--- src/rtl/ps2_host_tx.sv ---
`default_nettype none
// ============================================================================
// Module   : ps2_host_tx
// Brief    : PS/2 host-to-device command transmitter (inhibit, request,
//            device-clocked serial shift, ACK check, bus-idle wait).
// Revision : 1.0 - initial release
// ============================================================================
module ps2_host_tx #(
    parameter int INHIBIT_CYCLES = 6000,
    parameter int START_TIMEOUT  = 750000,
    parameter int PACKET_TIMEOUT = 100000
) (
    input  logic       clock,
    input  logic       reset,
    input  logic       send_valid,
    input  logic [7:0] send_data,
    output logic       send_ready,
    output logic       busy,
    output logic       done,
    output logic       error,
    input  logic       ps2_clk_in,
    input  logic       ps2_dat_in,
    output logic       ps2_clk_oe,
    output logic       ps2_dat_oe
);

    localparam int c_T_MAX   = (START_TIMEOUT > PACKET_TIMEOUT) ? START_TIMEOUT : PACKET_TIMEOUT;
    localparam int c_CNT_TOP = (c_T_MAX > INHIBIT_CYCLES) ? c_T_MAX : INHIBIT_CYCLES;
    localparam int c_CNT_W   = $clog2(c_CNT_TOP + 1);

    localparam logic [c_CNT_W-1:0] c_CNT_ONE    = c_CNT_W'(1);
    localparam logic [c_CNT_W-1:0] c_INHIBIT    = c_CNT_W'(INHIBIT_CYCLES);
    localparam logic [c_CNT_W-1:0] c_INH_LAST   = c_CNT_W'(INHIBIT_CYCLES - 1);
    localparam logic [c_CNT_W-1:0] c_START_LAST = c_CNT_W'(START_TIMEOUT - 1);
    localparam logic [c_CNT_W-1:0] c_PKT_LIMIT  = c_CNT_W'(PACKET_TIMEOUT);

    localparam logic [2:0] c_S_IDLE      = 3'd0;
    localparam logic [2:0] c_S_INHIBIT   = 3'd1;
    localparam logic [2:0] c_S_REQ       = 3'd2;
    localparam logic [2:0] c_S_XFER      = 3'd3;
    localparam logic [2:0] c_S_ACK       = 3'd4;
    localparam logic [2:0] c_S_WAIT_IDLE = 3'd5;
    localparam logic [2:0] c_S_FINISH    = 3'd6;

    logic [2:0]         r_state;
    logic [1:0]         r_clk_sync;
    logic [1:0]         r_dat_sync;
    logic               r_clk_prev;
    logic [7:0]         r_data;
    logic               r_parity;
    logic [c_CNT_W-1:0] r_cnt;
    logic [c_CNT_W-1:0] r_pkt_cnt;
    logic [3:0]         r_edge_cnt;
    logic               r_clk_oe;
    logic               r_dat_oe;
    logic               r_done;
    logic               r_error;

    logic               w_fall;
    logic               w_pkt_expired;
    logic [c_CNT_W-1:0] w_cnt_inc;
    logic [c_CNT_W-1:0] w_pkt_inc;

    assign w_fall        = r_clk_prev & ~r_clk_sync[1];
    assign w_pkt_expired = (r_pkt_cnt >= c_PKT_LIMIT);
    assign w_cnt_inc     = (r_cnt == '1) ? r_cnt : r_cnt + c_CNT_ONE;
    assign w_pkt_inc     = (r_pkt_cnt == '1) ? r_pkt_cnt : r_pkt_cnt + c_CNT_ONE;

    always_ff @(posedge clock) begin
        if (reset) begin
            r_state    <= c_S_IDLE;
            r_clk_sync <= 2'b11;
            r_dat_sync <= 2'b11;
            r_clk_prev <= 1'b1;
            r_data     <= '0;
            r_parity   <= 1'b0;
            r_cnt      <= '0;
            r_pkt_cnt  <= '0;
            r_edge_cnt <= '0;
            r_clk_oe   <= 1'b0;
            r_dat_oe   <= 1'b0;
            r_done     <= 1'b0;
            r_error    <= 1'b0;
        end else begin
            r_clk_sync <= {r_clk_sync[0], ps2_clk_in};
            r_dat_sync <= {r_dat_sync[0], ps2_dat_in};
            r_clk_prev <= r_clk_sync[1];
            r_done     <= 1'b0;
            r_error    <= 1'b0;

            case (r_state)
                c_S_IDLE: begin
                    r_clk_oe <= 1'b0;
                    r_dat_oe <= 1'b0;
                    if (send_valid) begin
                        r_data     <= send_data;
                        r_parity   <= ~^send_data;
                        r_cnt      <= '0;
                        r_pkt_cnt  <= '0;
                        r_edge_cnt <= '0;
                        r_clk_oe   <= 1'b1;
                        r_state    <= c_S_INHIBIT;
                    end
                end

                c_S_INHIBIT: begin
                    if (r_cnt >= c_INHIBIT) begin
                        r_clk_oe <= 1'b0;
                        r_cnt    <= '0;
                        r_state  <= c_S_REQ;
                    end else begin
                        // last inhibit cycle: drop DAT for the start bit while CLK is still held
                        if (r_cnt == c_INH_LAST) begin
                            r_dat_oe <= 1'b1;
                        end
                        r_cnt <= w_cnt_inc;
                    end
                end

                c_S_REQ: begin
                    if (w_fall) begin
                        r_dat_oe   <= ~r_data[0];
                        r_edge_cnt <= 4'd1;
                        r_pkt_cnt  <= '0;
                        r_state    <= c_S_XFER;
                    end else if (r_cnt >= c_START_LAST) begin
                        r_dat_oe <= 1'b0;
                        r_error  <= 1'b1;
                        r_state  <= c_S_FINISH;
                    end else begin
                        r_cnt <= w_cnt_inc;
                    end
                end

                c_S_XFER: begin
                    r_pkt_cnt <= w_pkt_inc;
                    if (w_pkt_expired) begin
                        r_dat_oe <= 1'b0;
                        r_error  <= 1'b1;
                        r_state  <= c_S_FINISH;
                    end else if (w_fall) begin
                        // r_edge_cnt holds the number of falling edges already seen
                        r_edge_cnt <= r_edge_cnt + 4'd1;
                        if (r_edge_cnt <= 4'd7) begin
                            r_dat_oe <= ~r_data[r_edge_cnt[2:0]];
                        end else if (r_edge_cnt == 4'd8) begin
                            r_dat_oe <= ~r_parity;
                        end else if (r_edge_cnt == 4'd9) begin
                            r_dat_oe <= 1'b0;
                        end else begin
                            r_state <= c_S_ACK;
                        end
                    end
                end

                c_S_ACK: begin
                    r_pkt_cnt <= w_pkt_inc;
                    r_dat_oe  <= 1'b0;
                    if (!w_pkt_expired && !r_dat_sync[1]) begin
                        r_state <= c_S_WAIT_IDLE;
                    end else begin
                        r_error <= 1'b1;
                        r_state <= c_S_FINISH;
                    end
                end

                c_S_WAIT_IDLE: begin
                    r_pkt_cnt <= w_pkt_inc;
                    if (w_pkt_expired) begin
                        r_error <= 1'b1;
                        r_state <= c_S_FINISH;
                    end else if (r_clk_sync[1] && r_dat_sync[1]) begin
                        r_done  <= 1'b1;
                        r_state <= c_S_FINISH;
                    end
                end

                c_S_FINISH: begin
                    r_clk_oe <= 1'b0;
                    r_dat_oe <= 1'b0;
                    r_state  <= c_S_IDLE;
                end

                default: begin
                    r_clk_oe <= 1'b0;
                    r_dat_oe <= 1'b0;
                    r_state  <= c_S_IDLE;
                end
            endcase
        end
    end

    assign send_ready = (r_state == c_S_IDLE);
    assign busy       = ~send_ready;
    assign done       = r_done;
    assign error      = r_error;
    assign ps2_clk_oe = r_clk_oe;
    assign ps2_dat_oe = r_dat_oe;

endmodule
`default_nettype wire
--- config.mk ---
export PLATFORM = sky130hd
export DESIGN_NAME = ps2_host_tx
export DESIGN_NICKNAME = d
export VERILOG_FILES = /design/src/rtl/ps2_host_tx.sv
export SDC_FILE = /design/constraint.sdc
export NUM_CORES = 1
export LEC_CHECK = 0
export ABC_CLOCK_PERIOD_IN_PS = 2890
export CORE_MARGIN = 2
export CORE_UTILIZATION = 30
export CTS_CLUSTER_DIAMETER = 80
export DETAILED_ROUTE_END_ITERATION = 12
export PLACE_DENSITY = 0.53
export SYNTH_ARGS = -nofsm -noshare
export SYNTH_HDL_FRONTEND = slang
export SYNTH_SLANG_ARGS = --single-unit
export TNS_END_PERCENT = 30
--- constraint.sdc ---
create_clock -name clock -period 2.89 [get_ports clock]
set_input_delay 0.578 -clock clock [delete_from_list [all_inputs] [get_ports clock]]
set_output_delay 0.578 -clock clock [all_outputs]
set_load 0.005 [all_outputs]
======== Word-level counts from Yosys, hierarchy flattened ========
Index checks and enable logic that the tools add are counted.
cells by class
  $add $sub $neg .......................... 3
  multipliers ............................. 0
  div/mod/pow operators ................... 0
  order comparisons ....................... 5
  equal/unequal tests ..................... 27
  shift operators ......................... 0
  multiplexer cells ....................... 48
  bitwise gates (word level) .............. 8
  reduce and logical (&&, ||, !) cells .... 20
operators with widths
  operator                                                                               count
  20-bit two-way mux                                                                     7
  20-bit one-hot mux with 3 select lines                                                 2
  20-bit by 1-bit adder with 20-bit output, second input constant                        2
  20-bit equality test, second input constant                                            2
  3-bit two-way mux                                                                      11
  20-bit by 13-bit equality test with 1-bit output, second input constant                1
  20-bit by 13-bit greater-or-equal comparator with 1-bit output, second input constant  1
  20-bit by 17-bit greater-or-equal comparator with 1-bit output, second input constant  1
  20-bit greater-or-equal comparator, second input constant                              1
  2-bit != test, second input constant                                                   10
  3-bit != test, second input constant                                                   6
  3-bit one-hot mux with 6 select lines                                                  1
  1-bit two-way mux                                                                      17
  4-bit two-way mux                                                                      4
  4-bit one-hot mux with 3 select lines                                                  1
  3-bit nonzero test                                                                     3
  4-bit equality test, second input constant                                             2
  4-bit AND reduction                                                                    2
  8-bit AND reduction                                                                    1
  8-bit XNOR reduction                                                                   1
  1-bit inverter                                                                         7
  3-bit by 2-bit equality test with 1-bit output, second input constant                  2
  3-bit equality test, second input constant                                             2
  1-bit one-hot mux with 3 select lines                                                  2
  18 further kinds                                                                       22
word-level totals
  register bits ........................... 65
  latch bits .............................. 0
  memory bits (writable) .................. 0
  memory bits (read-only) ................. 0
  input port bits ......................... 13
  output and inout port bits .............. 6
  logic and storage cells ................. 124
  memories kept ........................... 0

======== Logic depth before layout (Yosys ltp) ========
  word-level depth ........................ 7
  mapped depth ............................ 8
  depth with buffers taken out ............ 7

======== Worst setup path after synthesis ========
No wires, ideal clock.
  path type ............................... input -> register
  start point ............................. input send_valid
  end point ............................... register r_cnt[13]
  library setup time ...................... 70 ps
  data arrival time ....................... 2184 ps
  data required time ...................... 2820 ps
  setup slack ............................. 636 ps
  stages on the path ...................... 7
  path buffers ............................ 1
  cells stage by stage .................... inv_1 a211oi_1 o22a_4 nand3_2 buf_2 or4_1 a21oi_1
between the ends
  cells in the longest elaborated chain, start to end .. 2
ends and longest elaborated chain
  item                           line  RTL
  start: declaration             15    input logic send_valid,
  2-bit != test (no line)        --
  4-bit AND reduction (no line)  --
  end signal: assignment         116   r_cnt <= w_cnt_inc;
  end signal: assignment         131   r_cnt <= w_cnt_inc;
  end: declaration               51    logic [c_CNT_W-1:0] r_cnt;
Every way passes these cells.
A chain may end at the register's enable or synchronous reset.

======== Worst setup path in the final report ========
  start point ............................. register r_state[2]
  end point ............................... output send_ready
between the ends
  cells in the longest elaborated chain, start to end .. 1
ends and longest elaborated chain
  item                      line  RTL
  start: declaration        45    logic [2:0] r_state;
  start signal: assignment  71    r_state <= c_S_IDLE;
  start signal: assignment  102   r_state <= c_S_INHIBIT;
  start signal: assignment  110   r_state <= c_S_REQ;
  3-bit logical NOT         193   assign send_ready = (r_state == c_S_IDLE);
  end: declaration          17    output logic send_ready,
Every way passes these cells.

==> results.md <==
* Final hold violation count at 0
* Min-Delay Path Class: register to register
* Final routed DRC violation total at 0
* Worst R2R Path Depth at 6
* Num rows at 39
* Final WS setup at 0.2721 ns
* Max IR drop VDD at 0.3311 mV
* DPL Wire Length at 5.939 mm
* CTS tree: yes
* #FFs+latches synth at 65
* Full die area at 0.01280 mm²
* Setup tns final at 0 ns
* CP max FO at 11
* Switch share at 32.83%
* Worst setup EP type: primary output
* Number of port buffers at 18
* Critical setup path kind: register to primary output
* First-pass GRT wire length at 14.32 mm
* Vias in the first global route at 2958
* Synthesis Warnings at 0
* CTS Buf Count at 9
* Cell taking the most area after synthesis: dfxtp_1
* Switching power total at 1.042 mW
* Initial DRC count at 234
* Total number of H-tree levels at 3
* Req. time, crit path at 2.31 ns
* Fmax at 382.0 MHz
* Initial antenna violation count at 0
* WL/cell at 13.68 µm
* Mapped Avg Cell Area at 8.119 µm²
* Grt ovf at 0
* Clock buffer depth at 2
* Combinational share of power at 29.7%
* Leak at 1.405 nW
* Reg power frac at 33.8%
* First-pass DRT Iterations at 4
* Finished Layout Cells at 611
* Final wirelength at 8.357 mm
* Dpl ws at 0.1054 ns
* Die Y at 113.1 µm
* Yosys top cell area share at 36.43%
* Clk Latency, worst-skew pair at 0.33 ns
* Pin count of the biggest net entering global routing at 31
* Final setup viols at 0
* Synth cell count leaders: dfxtp_1 (65), nand2_1 (55), nor2_1 (42)
* Clock root buffer: clkbuf_16
* Diode count at 0
* Post-route minimum period at 2.618 ns
* DR vias at 3170
* P&R area growth vs syn at 19.16%
* GRT Total Usage at 13.71%
* Synthesized Nets at 460
* GP Congestion at 0.8409
* Most common cell in the synthesized netlist: dfxtp_1
* Main synth FF type: dfxtp_1
* Setup Buffers After CTS at 0
* Asr flop ratio synth at 0%
* Status: completed
* Max_cap viols at 0
* Final #Nets at 483
* Pwr/cell area at 745.5 mW/mm²
* Placed insts at 595
* Clock share of power at 36.5%
* RSZ-0062 raised after global routing: no
* Tcrit/Tclk final at 90.58%
* Initial Utilization at 31.02%
* Worst-path clk slew at 0.05 ns
* Routed Antenna Nets at 0
* Worst Skew at 0.007863 ns
* Tightest Pin Transition at 0.8072 ns
* Num ports at 19
* Post-synth EDFFs at 0
* DR vias/cell at 5.188
* Register area share after synthesis at 36.43%
* Cells after synthesis at 440
* Number of distinct library cells after synthesis at 63
* Resize count post-CTS at 0
* Core Box Area at 0.01152 mm²
* Die width at 113.1 µm
* Top cells by area, synth: dfxtp_1 (36%), xnor2_1 (5.9%), nand2_1 (5.8%)
* Count of pins over their slew limit at 0
* CP Launch Type: register
* Cts hold-fix bufs at 0
* Share of cells above drive strength 1 at 9.188%
* Max-slew headroom at 45.78%
* Critical path arrival at 2.04 ns
* Worst hold slack at 0.4043 ns
* Cell internal pwr at 2.132 mW
* Clock sink count at 65
* Worst Hold Path Cells at 1
* Mapped Area at 0.003572 mm²
* Core Util, Final at 36.96%
[area by class of cell]
cell class              instances  area (µm²)
well taps                     143       178.9
flip-flops and latches         65        1301
multi-input cells             349        2166
repair buffers                 27       247.7
inverters                      11       41.29
clock inverters                 6       92.59
fillers                      1200        7259
clock buffers                  10       229.0
[worst max-delay path, stage by stage, from the launching register on]
cell and delay (ns):
dfxtp_1 0.44, buf_4 0.22, or3_1 0.43, inv_2 0.12, clkdlybuf4s50_1 0.50
[cell families (layout without fill, tap and decap cells)]
group                      Yosys count  after routing  synth area share, %
AOI/OAI and AO/OA                   88             88                16.25
muxes                                6              6                2.102
adders and majority gates            7              7                2.452
DFF                                 65             65                36.43
buffers and inverters               26             54                3.117
and+or+nand+nor                    215            215                31.56
xor gates and xnor gates            33             33                8.091
[worst paths after layout]
kind	startpoint	to	slack, ns
max	r_state[2]$_SDFFE_PP0P_	send_ready	0.27
max reg2reg	r_cnt[14]$_SDFFE_PP0P_	r_cnt[8]$_SDFFE_PP0P_	0.47
min reg2reg	r_dat_sync[0]$_SDFF_PP1_	r_dat_sync[1]$_SDFF_PP1_	0.40
min	r_dat_sync[0]$_SDFF_PP1_	r_dat_sync[1]$_SDFF_PP1_	0.40
[per-layer routing]
metal,share of wire (%),global-route usage (%)
met5,0,0
met4,1.9,5.447
met3,2.9,3.107
met2,46,21.00
met1,49,18.71
[sequential cells by signal, indices dropped and copies added, names as in the netlist, 2 cells and up]
signal	flops
r_cnt	20
r_clk_sync	2
r_data	8
r_state	3
r_edge_cnt	4
r_dat_sync	2
r_pkt_cnt	20
[power groups by stage]
stage | sequential, mW | clock (mW) | combinational, mW
global route | 1.09 | 1.24 | 1.05
detailed placement | 1.09 | 0 | 0.944
finish | 1.07 | 1.16 | 0.943
CTS | 1.07 | 1.19 | 0.951
floorplan | 1.04 | 0 | 0.678
global placement | 1.09 | 0 | 0.946
[stage by stage]
step | power [mW] | instance area [µm²]
finish | 3.173 | 4257
global route | 3.374 | 4257
CTS | 3.211 | 4257
detailed placement | 2.032 | 3935
global placement | 2.035 | 3935
floorplan | 1.717 | 3572
[layout by cell type, fill, tap and decap left out, types with 10 or more instances in the layout]
master	instances
a21oi_1	32
nand4_1	13
nand3_1	22
xnor2_1	24
clkdlybuf4s50_1	18
nor2_1	42
nor3_1	14
dfxtp_1	65
inv_1	10
nand2_1	55
Power figures use the tool's default switching activity.
